File: config.mk
export PLATFORM = sky130hd
export DESIGN_NAME = id_ex_stage
export DESIGN_NICKNAME = d
export VERILOG_FILES = /design/src/rtl/id_ex_stage.sv
export SDC_FILE = /design/constraint.sdc
export NUM_CORES = 1
export LEC_CHECK = 0
export ABC_AREA = 1
export BUFFER_PORTS_ARGS = -buffer_cell sky130_fd_sc_hd__buf_2
export CAP_MARGIN = 10
export CORE_MARGIN = 2
export CORE_UTILIZATION = 49
export CTS_CLUSTER_SIZE = 30
export DETAILED_ROUTE_END_ITERATION = 8
export PLACE_DENSITY = 0.85
export SKIP_CTS_REPAIR_TIMING = 1
export SLEW_MARGIN = 40
export SYNTH_ARGS = -nofsm -noshare
export SYNTH_HDL_FRONTEND = slang
export SYNTH_SLANG_ARGS = --single-unit
File: constraint.sdc
create_clock -name clk -period 4.6 [get_ports clk]
set_clock_uncertainty 0.1 [all_clocks]
set_input_delay 0.92 -clock clk [delete_from_list [all_inputs] [get_ports clk]]
set_output_delay 0.92 -clock clk [all_outputs]
set_load 0.02 [all_outputs]
File: src/rtl/id_ex_stage.sv
// ID/EX pipeline register with load-use hazard detection, branch flush and
// saturating debug counters for stall and flush cycles.
module id_ex_stage #(
  parameter int CTRL_W = 10,
  parameter int CNT_W  = 16
) (
  input  logic              clk,
  input  logic              rst,
  input  logic              id_valid,
  input  logic [4:0]        id_rs_addr,
  input  logic [4:0]        id_rt_addr,
  input  logic [4:0]        id_rd_addr,
  input  logic [31:0]       id_rs_data,
  input  logic [31:0]       id_rt_data,
  input  logic [31:0]       id_imm,
  input  logic [CTRL_W-1:0] id_ctrl,
  input  logic              ex_flush,
  output logic              stall,
  output logic              ex_valid,
  output logic [4:0]        ex_rs_addr,
  output logic [4:0]        ex_rt_addr,
  output logic [4:0]        ex_dest_addr,
  output logic [31:0]       ex_rs_data,
  output logic [31:0]       ex_rt_data,
  output logic [31:0]       ex_imm,
  output logic [CTRL_W-1:0] ex_ctrl,
  output logic [CNT_W-1:0]  stall_count,
  output logic [CNT_W-1:0]  flush_count
);

  localparam int MEM_READ_BIT = 1;
  localparam int REG_DST_BIT  = 5;

  logic haz;

  // A load into $0 never produces a usable value, so it cannot cause a hazard.
  always_comb begin
    haz = ex_valid & ex_ctrl[MEM_READ_BIT] & (ex_rt_addr != 5'd0) & id_valid &
          ((ex_rt_addr == id_rs_addr) | (ex_rt_addr == id_rt_addr));
    stall = haz & ~ex_flush & ~rst;
  end

  always_ff @(posedge clk) begin
    if (rst) begin
      ex_valid     <= 1'b0;
      ex_rs_addr   <= '0;
      ex_rt_addr   <= '0;
      ex_dest_addr <= '0;
      ex_rs_data   <= '0;
      ex_rt_data   <= '0;
      ex_imm       <= '0;
      ex_ctrl      <= '0;
      stall_count  <= '0;
      flush_count  <= '0;
    end else if (ex_flush || stall) begin
      // Flush and stall both load a bubble; flush has priority for counting.
      ex_valid     <= 1'b0;
      ex_rs_addr   <= '0;
      ex_rt_addr   <= '0;
      ex_dest_addr <= '0;
      ex_rs_data   <= '0;
      ex_rt_data   <= '0;
      ex_imm       <= '0;
      ex_ctrl      <= '0;
      if (ex_flush) begin
        if (flush_count != '1) flush_count <= flush_count + 1'b1;
      end else begin
        if (stall_count != '1) stall_count <= stall_count + 1'b1;
      end
    end else begin
      ex_valid     <= id_valid;
      ex_rs_addr   <= id_rs_addr;
      ex_rt_addr   <= id_rt_addr;
      ex_dest_addr <= id_ctrl[REG_DST_BIT] ? id_rd_addr : id_rt_addr;
      ex_rs_data   <= id_rs_data;
      ex_rt_data   <= id_rt_data;
      ex_imm       <= id_imm;
      ex_ctrl      <= id_valid ? id_ctrl : '0;
    end
  end

endmodule

==> summary.txt <==
Status
  • Status: complete, no violations

Floorplan
  • DIE WIDTH: 110 µm
  • Die height: 110 µm
  • Total die area: 12000 µm²
  • Top Ports: 280
  • Placeable Area: 10800 µm²
  • # rows: 38
  • Starting density of the core: 0.503

Clock network
  • Clk sink count: 154
  • Max Root-Sink Buffers: 2
  • Root Driver: clkbuf_8
  • Skew-Pair Late Insertion Delay: 0.52 ns
  • CTS H-Tree Depth: 4
  • Clock-pin transition on the worst setup and hold timing paths: 0.06 ns
  • TritonCTS Buffers: 17
  • CTS tree: built

Routing
  • DRT Pass-1 Iters: 5
  • Remaining antenna violation count after routing: 0
  • Routed WL per cell: 13.3 µm
  • DRT Wirelength: 15.2 mm
  • Vias: 5272
  • 1st-iter DRT viols: 351
  • Via/cell ratio: 4.61
  • DRC violations left: 0

Global route
  • Vias in the first global route: 4847
  • GRT Residual Overflow: 0
  • Largest net degree at the start of global routing: 59
  • Global-route wire length before repair: 22.5 mm
  • Initial antenna violation count: 4
  • GRT Util Overall: 0.248

STA
  • RSZ-0062 raised after global routing: no
  • Worst slew pin tran: 0.653 ns
  • Slew headroom: 0.565
  • Fin. max-slew vios: 0
  • Worst hold slack: 0.364 ns
  • Fmax: 0.309 GHz
  • Tmin final: 3.23 ns
  • Final period util: 0.703
  • Final hold violations: 0
  • Setup violators final: 0
  • Setup TNS Final: 0 ns

Worst setup path
  • CP Capture Type: output pin
  • CP cell instances: buf_2 > inv_1 > nand2_1 > nand2_1 > nor2_1 > nand3_1 > nand2_1 > nand2_1 > inv_1 > buf_2
  • CP startpoint kind: input port
  • Highest-delay cell along the critical path: nand2_1
  • Most Frequent Cell on Critical Path: nand2_1
  • Combined buffer and inverter count along the critical path: 4
  • CP delay by family, top: simple AND/OR/NAND/NOR gates
  • CP required: 3.58 ns
  • CP Max Fanout: 11
  • Crit Path Class: input port to output pin
  • Arr. time, crit path: 2.21 ns
  • Reg2reg setup slack: 2.11 ns
  • Slowest stage delay, CP: 0.29 ns

Logic synthesis
  • Post-Syn Nets: 834
  • Sequential share of the synthesized area: 0.565
  • Synth area leader: dfxtp_1
  • Post-Syn Instances: 707
  • Top cell type's share of synthesized area: 0.565
  • Area contributors post-synth: dfxtp_1, nor2_1, inv_1
  • Synthesized area per cell: 7.72 µm²
  • Distinct cells, synth: 29
  • Mapped cell area: 5460 µm²
  • Yosys warns: 0
  • Synth Register Bits: 154

Placement
  • GPL Wtd Cong: 0.902
  • PortBufs: 279
  • Dpl cells: 1107
  • DPL Wire Length: 11.2 mm

Power
  • Power Density: 411 nW/µm²
  • P_leak: 0.00425 µW
  • Worst VDD drop: 0.398 mV

Min path
  • Class of the worst hold path: flop to flop

Final layout
  • Synth-to-Final Area Change: 38.5%
  • Most common library cell in the layout ignoring fill and taps: buf_2
  • Non-filler cells, final: 1143
  • Share of cells above drive strength 1: 0.318
  • Most frequent cells in the layout: buf_2, nor2_1, inv_1
  • Post-layout util: 0.697
  • Nets: 1113

Job
  • Max-cap violations: 0
==> worst paths after layout <==
| check | end | cells after the start | startpoint |
|---|---|---|---|
| max | stall | 10 | id_rs_addr[3] |
| min | stall_count[7] | 2 | stall_count[7] |
| min reg2reg | stall_count[7] | 2 | stall_count[7] |
| max reg2reg | ex_imm[17] | 10 | ex_rt_addr[3] |
==> Yosys cell counts <==
cell type	number
buf_1	1
inv_2	2
inv_1	163
xnor2_1	4
nor3_2	1
nor3_1	14
buf_4	9
o21bai_1	1
clkbuf_1	2
o21ai_0	17
nor2_1	177
o21ai_2	1
a21oi_1	17
nor3b_1	2
o21ai_1	1
nand2_2	1
nand3b_1	1
buf_2	5
clkinv_1	1
nand3_2	1
nand4_4	1
nand2_1	87
xor2_1	2
ha_1	2
nand4_1	15
nand3_1	19
nor4_1	2
dfxtp_1	154
buf_6	4
==> per-stage QoR <==
| stage | total power, µW | setup WS, ns | cell area [µm²] |
|---|---|---|---|
| finish | 3110 | 1.37 | 7560 |
| global route | 3210 | 1.24 | 7560 |
| CTS | 3130 | 1.37 | 7550 |
| detailed placement | 1670 | 1.37 | 6920 |
| global placement | 1660 | 1.44 | 6920 |
| floorplan | 1560 | 2.02 | 5460 |
==> state kept, by name, summed over array words and instances, names as in the netlist <==
register / cells
ex_rs_addr: 5
ex_valid: 1
ex_ctrl: 10
ex_dest_addr: 5
ex_rt_data: 32
flush_count: 16
ex_imm: 32
stall_count: 16
ex_rt_addr: 5
ex_rs_data: 32
==> area by class of cell <==
cell class                      instances  area [µm²]
Clock buffer                           23         467
Clock inverter                          9         160
Multi-Input combinational cell        366        1610
Tap cell                              140         175
Timing Repair Buffer                  281        1420
Fill cell                             882        3280
Inverter                              166         623
Antenna cell                            4        10.0
Sequential cell                       154        3080
==> worst register-to-register path, cell delays in order, from the launching register on <==
cell	delay (ns)
dfxtp_1	0.44
inv_1	0.07
nand2_1	0.06
nand2_1	0.05
nor2_1	0.10
nand3_1	0.09
nand2_1	0.29
nand2_1	0.24
nand3_4	0.50
buf_12	0.34
nor2_1	0.10
==> logic make-up after synthesis <==
logic type | Yosys count | share of synthesized area
fa+ha+maj | 2 | 0.00459
simple gates | 321 | 0.244
flops | 154 | 0.565
xor+xnor | 6 | 0.00963
compound gates | 37 | 0.0351
buf+inv | 187 | 0.141
==> where the power goes <==
group / switching (µW) / internal [µW] / total [µW]
logic: 155 / 94.0 / 249
clock network: 540 / 928 / 1470
registers: 14.3 / 1380 / 1390
total: 709 / 2400 / 3110
==> layer usage <==
layer | GRT usage | vias to the layer above | wire length (µm)
met5 | 0 | - | 0
met4 | 0.122 | 0 | 351
met3 | 0.0954 | 29 | 1390
met2 | 0.434 | 222 | 7900
met1 | 0.259 | 2382 | 5580
li1 | - | 2639 | -
(Power assumes the default switching activity.)
